--- config.mk ---
export PLATFORM = sky130hd
export DESIGN_NAME = rom_loader
export DESIGN_NICKNAME = d
export VERILOG_FILES = /design/src/rtl/rom_loader.sv
export SDC_FILE = /design/constraint.sdc
export NUM_CORES = 1
export LEC_CHECK = 0
export CORE_ASPECT_RATIO = 2
export CORE_UTILIZATION = 44
export DETAILED_ROUTE_END_ITERATION = 12
export PLACE_DENSITY = 0.78
export SYNTH_ARGS = -nofsm -noshare
export SYNTH_HDL_FRONTEND = slang
export SYNTH_SLANG_ARGS = --single-unit
--- constraint.sdc ---
create_clock -name clk -period 2.75 [get_ports clk]
set_clock_uncertainty 0.1 [all_clocks]
set_input_delay 0.275 -clock clk [delete_from_list [all_inputs] [get_ports clk]]
set_output_delay 0.275 -clock clk [all_outputs]
set_load 0.01 [all_outputs]
--- src/rtl/rom_loader.sv ---
// Copies a byte image from a combinational ROM into a write-handshaked sink, then releases cpu_reset_n.
// Optional running checksum of written bytes is built only when ROM_LOADER_CHECKSUM_EN is defined.
`timescale 1ns/1ps
module rom_loader #(
    parameter logic [31:0] BASE_ADDR = 32'd0,
    parameter logic [31:0] MAX_BYTES = 32'd4096
) (
    input  logic        clk,
    input  logic        reset_n,
    input  logic        start,
    output logic [31:0] rom_address,
    input  logic [7:0]  rom_byte,
    input  logic        rom_done,
    output logic [31:0] mem_addr,
    output logic [7:0]  mem_data,
    output logic        mem_wr_valid,
    input  logic        mem_wr_ready,
    output logic        busy,
    output logic        load_done,
    output logic        error,
    output logic        cpu_reset_n,
    output logic [7:0]  checksum
);

    typedef enum logic [2:0] {
        IDLE  = 3'd0,
        FETCH = 3'd1,
        WRITE = 3'd2,
        DONE  = 3'd3,
        FAULT = 3'd4
    } state_t;

    state_t      state_reg;
    logic [31:0] count_reg;
    logic [31:0] count_next;
    logic        last_reg;
    logic [7:0]  mem_data_reg;
    logic        valid_reg;
    logic        busy_reg;
    logic        load_done_reg;
    logic        error_reg;
    logic        cpu_reset_n_reg;
    logic        accept;

    assign count_next = count_reg + 32'd1;
    assign accept     = valid_reg & mem_wr_ready;

    always_ff @(posedge clk or negedge reset_n) begin
        if (!reset_n) begin
            state_reg       <= IDLE;
            count_reg       <= 32'd0;
            last_reg        <= 1'b0;
            mem_data_reg    <= 8'd0;
            valid_reg       <= 1'b0;
            busy_reg        <= 1'b0;
            load_done_reg   <= 1'b0;
            error_reg       <= 1'b0;
            cpu_reset_n_reg <= 1'b0;
        end else begin
            case (state_reg)
                IDLE: begin
                    if (start) begin
                        state_reg <= FETCH;
                        count_reg <= 32'd0;
                        busy_reg  <= 1'b1;
                    end
                end
                FETCH: begin
                    mem_data_reg <= rom_byte;
                    last_reg     <= rom_done;
                    valid_reg    <= 1'b1;
                    state_reg    <= WRITE;
                end
                WRITE: begin
                    // address and data registers stay untouched until the sink accepts
                    if (mem_wr_ready) begin
                        valid_reg <= 1'b0;
                        if (last_reg) begin
                            state_reg       <= DONE;
                            busy_reg        <= 1'b0;
                            load_done_reg   <= 1'b1;
                            cpu_reset_n_reg <= 1'b1;
                        end else if (count_next == MAX_BYTES) begin
                            state_reg <= FAULT;
                            busy_reg  <= 1'b0;
                            error_reg <= 1'b1;
                        end else begin
                            count_reg <= count_next;
                            state_reg <= FETCH;
                        end
                    end
                end
                default: begin
                    // DONE and FAULT are terminal until reset
                end
            endcase
        end
    end

`ifdef ROM_LOADER_CHECKSUM_EN
    logic [7:0] checksum_reg;

    always_ff @(posedge clk or negedge reset_n) begin
        if (!reset_n) begin
            checksum_reg <= 8'd0;
        end else if (accept) begin
            checksum_reg <= checksum_reg + mem_data_reg;
        end
    end

    assign checksum = checksum_reg;
`else
    logic unused_accept;
    assign unused_accept = accept;
    assign checksum      = 8'd0;
`endif

    assign rom_address  = count_reg;
    assign mem_addr     = BASE_ADDR + count_reg;
    assign mem_data     = mem_data_reg;
    assign mem_wr_valid = valid_reg;
    assign busy         = busy_reg;
    assign load_done    = load_done_reg;
    assign error        = error_reg;
    assign cpu_reset_n  = cpu_reset_n_reg;

endmodule
==> results of run 1 <==
-- layer usage --
metal,share of wire,wire length (µm),vias to the layer above
li1,-,-,1624
met1,0.35,3740,1718
met2,0.56,5950,167
met3,0.046,491,30
met4,0.039,409,0
met5,0,0,-
-- timing repair --
action	in CTS	in global routing
gates resized for setup	3	18
cloned	1	0
endpoints found under the hold margin	21	0
pin swaps	2	2
endpoints found under the setup margin	34	32
buffers inserted	2	4
hold buffers	1	0
-- final timing paths --
path                              endpoint  slack [ns]  cells past startpoint
min in group clk               cpu_reset_n        0.41                      1
hold reg to reg                cpu_reset_n        0.41                      1
setup reg to reg              state_reg[0]      -0.008                     12
hold / removal             rom_address[15]        0.22                      2
max in group asynchronous   rom_address[0]        1.74                      3
setup / recovery              state_reg[0]      -0.008                     12
-- placed cells by master (no fill, tap or decap), types with 3 or more instances in the layout --
cell type | Yosys | layout
mux2_2 | 9 | 9
nand3b_1 | 4 | 4
nor4_1 | 4 | 3
nand3_1 | 38 | 37
and2_1 | 8 | 5
o31ai_1 | 16 | 13
nor2_1 | 21 | 21
and3_1 | 9 | 9
mux2i_1 | 7 | 7
o41ai_2 | 0 | 4
buf_4 | 44 | 65
buf_6 | 0 | 4
dfrtp_1 | 48 | 44
nor3_1 | 7 | 6
o21ai_0 | 21 | 21
clkbuf_16 | 0 | 5
a21o_1 | 3 | 3
a21oi_1 | 16 | 16
and4_1 | 3 | 3
or2_2 | 3 | 3
xnor2_1 | 7 | 7
o211ai_1 | 3 | 3
dfrtp_2 | 0 | 4
inv_1 | 9 | 9
conb_1 | 1 | 8
nand2_1 | 39 | 39
clkdlybuf4s50_1 | 0 | 88
nand4_1 | 16 | 16
-- per-stage QoR --
step | area (µm²) | setup TNS (ns) | total power [mW]
after global placement | 4530 | -0.0529 | 2.26
final | 4870 | -0.00839 | 3.08
after floorplan | 3470 | 0 | 1.70
after global routing | 4870 | -1.86 | 3.22
after detailed placement | 4530 | -0.466 | 2.29
after CTS | 4750 | 0 | 3.04
-- cell families (layout without fill, tap and decap cells) --
| kind of cell | after synthesis | after routing |
|---|---|---|
| buffers and inverters | 76 | 178 |
| AND/OR/NAND/NOR | 165 | 165 |
| AO/OA/AOI/OAI | 85 | 85 |
| XOR/XNOR | 7 | 7 |
| other | 1 | 8 |
| multiplexers | 16 | 16 |
| flip-flops | 48 | 48 |
| adder cells (fa/ha/maj) | 2 | 2 |
-- area by class of cell --
cell class,count,area (µm²),share of cell area
Multi-Input combinational cell,283,1890,0.387
Timing Repair Buffer,161,1450,0.298
Sequential cell,48,1210,0.247
Clock buffer,6,139,0.0285
Tap cell,94,118,0.0241
Clock inverter,2,38.8,0.00796
Inverter,9,33.8,0.00693
-- worst max-delay path, cell delays in order (launching register included) --
cell and delay (ns):
dfrtp_2 0.43, ha_4 0.18, nand4_4 0.12, nor4_4 0.06, buf_4 0.15, and2_4 0.16
o41ai_2 0.26, buf_4 0.17, nand4_1 0.08, nand4b_1 0.23, buf_6 0.18, or3_4 0.35
and2_4 0.16
-- power by group --
part | switching [mW] | internal, mW
sequential | 0.164 | 0.865
clock | 0.281 | 0.456
combinational | 0.624 | 0.688
total | 1.07 | 2.01
==> out/qor.csv, run 1 <==
stage,metric,value,unit
worst_setup_path,cp-startpoint,rom_address[0],
cells_and_area,layout-drive-gt1-share,0.242,
detailed_routing,drt_iter0_markers,285,
status,outcome,finished with violations,
job,drv_cap,0,
cts,clockBufferDepth,2,
place,dp_slack,-0.0872,ns
logic_synthesis,synth_compound_area_frac,0.168,
detailed_routing,ant_nets,0,
logic_synthesis,synthMuxAreaShare,0.0506,
cells_and_area,stdcell_count,603,
logic_synthesis,synth_top_family_by_area,simple AND/OR/NAND/NOR gates,
logic_synthesis,synth-edff-count,0,
floorplan,fp-row-count,45,
status,failed_checks,setup timing,
place,portBuffers,89,
detailed_routing,drt_pass1_iterations,4,
cts,cts.sinks,48,
floorplan,coreArea,0.00754,mm²
detailed_routing,wire_per_inst,17.6,µm
sta,slew_viol_final,0,
grt,use_met3,0.0335,
cells_and_area,largest_register_ffs,32,
logic_synthesis,ys.flop_type,dfrtp_1,
logic_synthesis,synth_top_area_cell,dfrtp_1,
cts,cts-root-buf,clkbuf_16,
grt,antenna_found_initial,0,
sta,setup_violations,1,
logic_synthesis,synthXorXnorAreaFrac,0.0181,
sta,hold_violations,0,
logic_synthesis,ys_seq_elements,48,
grt,busiest_layer,met2,
grt,grt_pass1_wl,16.8,mm
worst_setup_path,end_kind,flip-flop,
cts,numCtsBuffers,5,
sta,fmax,363,MHz
worst_setup_path,worstPathRequired,2.85,ns
cells_and_area,synthToLayoutAreaGrowth,43.8,%
grt,grt.total_usage,0.266,
worst_setup_path,r2r-start,rom_address[0],
logic_synthesis,ys_types,54,
grt,grt_pass1_vias,3529,
floorplan,initial_core_util,0.449,
cells_and_area,n_antenna_cell,0,
worst_setup_path,path_class,reg2reg,
logic_synthesis,synth_seq_area_share,0.354,
pwr,leakagePower,2.02,nW
sta,rsz0062_at_grt,true,
detailed_routing,num_vias,3539,
detailed_routing,wl,10.6,mm
cts,cts_tree,done,
grt,grt_overflow,0,
logic_synthesis,synthTopCellsByArea,"dfrtp_1 35%, buf_4 9.7%, nand3_1 5.6%, nand2_1 4.3%, o31ai_1 3.5%",
sta,fin_ws,-0.00839,ns
sta,maxSlewHeadroom,0.506,
cts,cts.clk_slew.worst_paths,0.07,ns
grt,grt_max_degree,28,
place,dp.cells,587,
detailed_routing,drc,0,
worst_setup_path,crit_path_start_kind,flip-flop,
floorplan,die_width,64.1,µm
grt,grtUsageMet2,0.490,
logic_synthesis,yosys.area_share.simple,0.263,
detailed_routing,viasPerCell,5.87,
logic_synthesis,synth_area,0.00339,mm²
sta,tightestPinTransition,0.739,ns
sta,layout_worst_path_cycle_share,1.00,
worst_hold_path,hold_class,in2async,
logic_synthesis,synth_common_cells,"48 x dfrtp_1, 44 x buf_4, 39 x nand2_1",
floorplan,die_h,126,µm
place,place.gp.congestion,0.908,
worst_setup_path,worstPathMaxFanout,6,
floorplan,io-pin-count,98,
logic_synthesis,avgSynthCellArea,8.47,µm²
cells_and_area,nFillCells,653,
sta,period_needed,2.76,ns
grt,grt_use_met1,0.278,
pwr,powerDensity,631,mW/mm²
sta,hold_ws,0.225,ns
cells_and_area,fin_nets,523,
cts,h-tree-depth,2,
logic_synthesis,synth_cells,400,
logic_synthesis,synthAdderAreaFrac,0.00738,
worst_setup_path,arrival,2.86,ns
logic_synthesis,async_reset_ff_frac,1.00,
logic_synthesis,synth_top_area_frac,0.354,
floorplan,dieArea,0.00808,mm²
logic_synthesis,yosysWarnings,0,
cts,clkLatencyLatePin,0.30,ns
pwr,ir_drop,802,µV
logic_synthesis,yosysMostFrequentCell,dfrtp_1,
place,hpwlAfterDp,7.54,mm
cells_and_area,final_util,0.646,
Power figures use the tool's default switching activity.
==> inputs of run 2 (changes only) <==
--- a/config.mk
+++ b/config.mk
@@ -9,6 +9,7 @@
 export CORE_UTILIZATION = 44
 export DETAILED_ROUTE_END_ITERATION = 12
 export PLACE_DENSITY = 0.78
+export SETUP_SLACK_MARGIN = 0.1
 export SYNTH_ARGS = -nofsm -noshare
 export SYNTH_HDL_FRONTEND = slang
 export SYNTH_SLANG_ARGS = --single-unit
==> run 2 against run 1 <==
Compared with the run above: the flow finishes with violations (hold timing); cell area grew 0.13%; highest routed layer unchanged; final cell count shrank 0.83%; register-to-register slack gained 0.05 ns; die area is the same; clock-buffer cell count shrank 1.
==> out/qor.csv, run 2 (synthesis results as in run 1) <==
stage,metric,value,unit,change
sta,tightestPinTransition,0.840,ns,was 0.739 ns
worst_setup_path,cp-startpoint,rom_address[0],,unchanged
sta,layout_worst_path_cycle_share,0.985,,was 1.00
pwr,pwr-share-comb,0.430,,was 0.426
sta,setup-tns-final,0,ns,was -0.00839 ns
pwr,pwr-share-seq,0.338,,was 0.334
worst_setup_path,slowest_stage,dfrtp_2,,unchanged
grt,grt_max_degree,49,,was 28
worst_setup_path,end_kind,flip-flop,,unchanged
worst_hold_path,hold_class,in2async,,unchanged
floorplan,dieArea,0.00808,mm²,unchanged
cells_and_area,n_antenna_cell,0,,unchanged
sta,hold_violations,15,,was 0
sta,slew_viol_final,0,,unchanged
grt,grt_overflow,0,,unchanged
detailed_routing,drt_pass1_iterations,5,,was 4
worst_setup_path,r2r_cells,13,,was 12
cells_and_area,largest_register_ffs,32,,unchanged
worst_setup_path,r2r-start,rom_address[0],,unchanged
grt,grt_pass1_vias,3405,,was 3529
worst_setup_path,worstPathRequired,2.84,ns,was 2.85 ns
grt,antenna_found_initial,0,,unchanged
cells_and_area,layout_common_cells,"88 x clkdlybuf4s50_1, 61 x buf_4, 42 x dfrtp_1",,"was 88 x clkdlybuf4s50_1, 65 x buf_4, 44 x dfrtp_1"
cts,numCtsBuffers,5,,unchanged
worst_setup_path,path_cells,"ha_4, nand4_4, nor4_4, buf_4, buf_4, and2_4, o41ai_2, nand4_1, nand4b_1, buf_6, buf_6, a211o_1, o31ai_1",,"was ha_4, nand4_4, nor4_4, buf_4, and2_4, o41ai_2, buf_4, nand4_1, nand4b_1, buf_6, or3_4, and2_4"
cells_and_area,nFillCells,656,,was 653
cts,clkLatencyLatePin,0.29,ns,was 0.30 ns
sta,rsz0062_at_grt,true,,unchanged
sta,maxSlewHeadroom,0.436,,was 0.506
grt,grt.total_usage,0.263,,was 0.266
worst_setup_path,worstPathMaxFanout,7,,was 6
cells_and_area,seq_area,0.00121,mm²,about the same
pwr,leakagePower,1.99,nW,was 2.02 nW
pwr,powerDensity,629,mW/mm²,was 631 mW/mm²
cells_and_area,synthToLayoutAreaGrowth,44.0,%,was 43.8%
sta,period_needed,2.71,ns,was 2.76 ns
place,dp_slack,-0.0959,ns,was -0.0872 ns
floorplan,io-pin-count,98,,unchanged
worst_setup_path,slowest_delay,0.45,ns,was 0.43 ns
detailed_routing,wl,10.5,mm,was 10.6 mm
detailed_routing,ant_nets,0,,unchanged
cts,cts.clk_slew.worst_paths,0.07,ns,about the same
cells_and_area,layout-drive-gt1-share,0.254,,was 0.242
floorplan,die_width,64.1,µm,unchanged
floorplan,coreArea,0.00754,mm²,unchanged
pwr,switching_share,0.352,,was 0.348
floorplan,die_h,126,µm,unchanged
status,failed_checks,hold timing,,was setup timing
worst_setup_path,crit_path_start_kind,flip-flop,,unchanged
detailed_routing,wire_per_inst,17.5,µm,was 17.6 µm
worst_setup_path,regToRegEndpoint,rom_address[9],,was state_reg[0]
worst_setup_path,rrSetupSlack,0.04,ns,was -0.008 ns
cts,cts.sinks,48,,unchanged
detailed_routing,viasPerCell,6.02,,was 5.87
worst_setup_path,arrival,2.80,ns,was 2.86 ns
cells_and_area,mostFrequentLayoutCell,clkdlybuf4s50_1,,unchanged
status,outcome,finished with violations,,unchanged
grt,grt_pass1_wl,16.6,mm,was 16.8 mm
cells_and_area,multiInputGateArea,0.00193,mm²,was 0.00189 mm²
detailed_routing,drc,0,,unchanged
cts,h-tree-depth,2,,unchanged
floorplan,initial_core_util,0.449,,unchanged
sta,fmax,369,MHz,was 363 MHz
pwr,ir_drop,545,µV,was 802 µV
detailed_routing,drt_iter0_markers,295,,was 285
pwr,clkPwrFrac,0.232,,was 0.239
cts,clockBufferDepth,2,,unchanged
worst_setup_path,path_class,reg2reg,,unchanged
place,portBuffers,89,,unchanged
sta,hold_ws,-0.0379,ns,was 0.225 ns
cts,cts-root-buf,clkbuf_16,,unchanged
job,drv_cap,0,,unchanged
pwr,intPower,1.99,mW,was 2.01 mW
place,place.gp.congestion,0.913,,was 0.908
cts,hold_buffers,0,,was 1
place,hpwlAfterDp,7.14,mm,was 7.54 mm
cts,cts_tree,done,,unchanged
pwr,p_sw,1.08,mW,was 1.07 mW
sta,setup_violations,0,,was 1
detailed_routing,num_vias,3597,,was 3539
cells_and_area,fin_nets,518,,was 523
floorplan,fp-row-count,45,,unchanged
sta,fin_ws,0.0415,ns,was -0.00839 ns
## run 2: worst max-delay path, delay by kind of cell, from the launching register on
| kind | cells | cell delay, ns |
|---|---|---|
| AOI/OAI and AO/OA | 3 | 0.63 |
| adders and majority gates | 1 | 0.18 |
| buffers and inverters | 4 | 0.60 |
| DFF | 1 | 0.45 |
| and+or+nand+nor | 5 | 0.63 |
## run 2: metrics by stage
step	power, mW	hold WS (ns)	instance area, µm²	instances	util
after global placement	2.23	0.314	4440	575	0.589
after CTS	3.02	0.0105	4750	594	0.629
final	3.07	-0.0379	4880	598	0.647
after detailed placement	2.26	0.319	4440	575	0.589
after global routing	3.22	0.0410	4880	598	0.647
after floorplan	1.70	-0.121	3470	407	-
## run 2: timing repair
| item | CTS | global route |
|---|---|---|
| buffers inserted | 11 | 4 |
| pin swaps | 7 | 9 |
| gates resized for setup | 11 | 21 |
| gates cloned | 0 | 0 |
| setup endpoints to repair | 36 | 35 |
## run 2: cell type report
| cell class | instances | share of cell area |
|---|---|---|
| repair buffers | 156 | 0.291 |
| multi-input cells | 283 | 0.395 |
| clock buffers | 5 | 0.0256 |
| flip-flops and latches | 48 | 0.248 |
| inverters | 9 | 0.00692 |
| well taps | 94 | 0.0241 |
| clock inverters | 3 | 0.00974 |
## run 2: worst max-delay path by stage
stage | end | depth (start not counted)
floorplan | state_reg[0] | 11
global route | state_reg[0] | 10
CTS | rom_address[9] | 11
finish | rom_address[9] | 13
global placement | state_reg[0] | 9
detailed placement | rom_address[10] | 8
## run 2: metal layers
metal	up-vias	global-route usage	wire (µm)
li1	1609	-	-
met1	1768	0.273	3760
met2	182	0.488	5680
met3	38	0.0290	532
met4	0	0.158	478
met5	-	0	0
## run 2: power groups by stage
stage	clock network, mW	registers (mW)	logic, mW
after floorplan	0	1.08	0.622
after global placement	0	1.03	1.20
after detailed placement	0	1.04	1.22
after CTS	0.718	1.03	1.27
after global routing	0.743	1.06	1.42
final	0.712	1.04	1.32
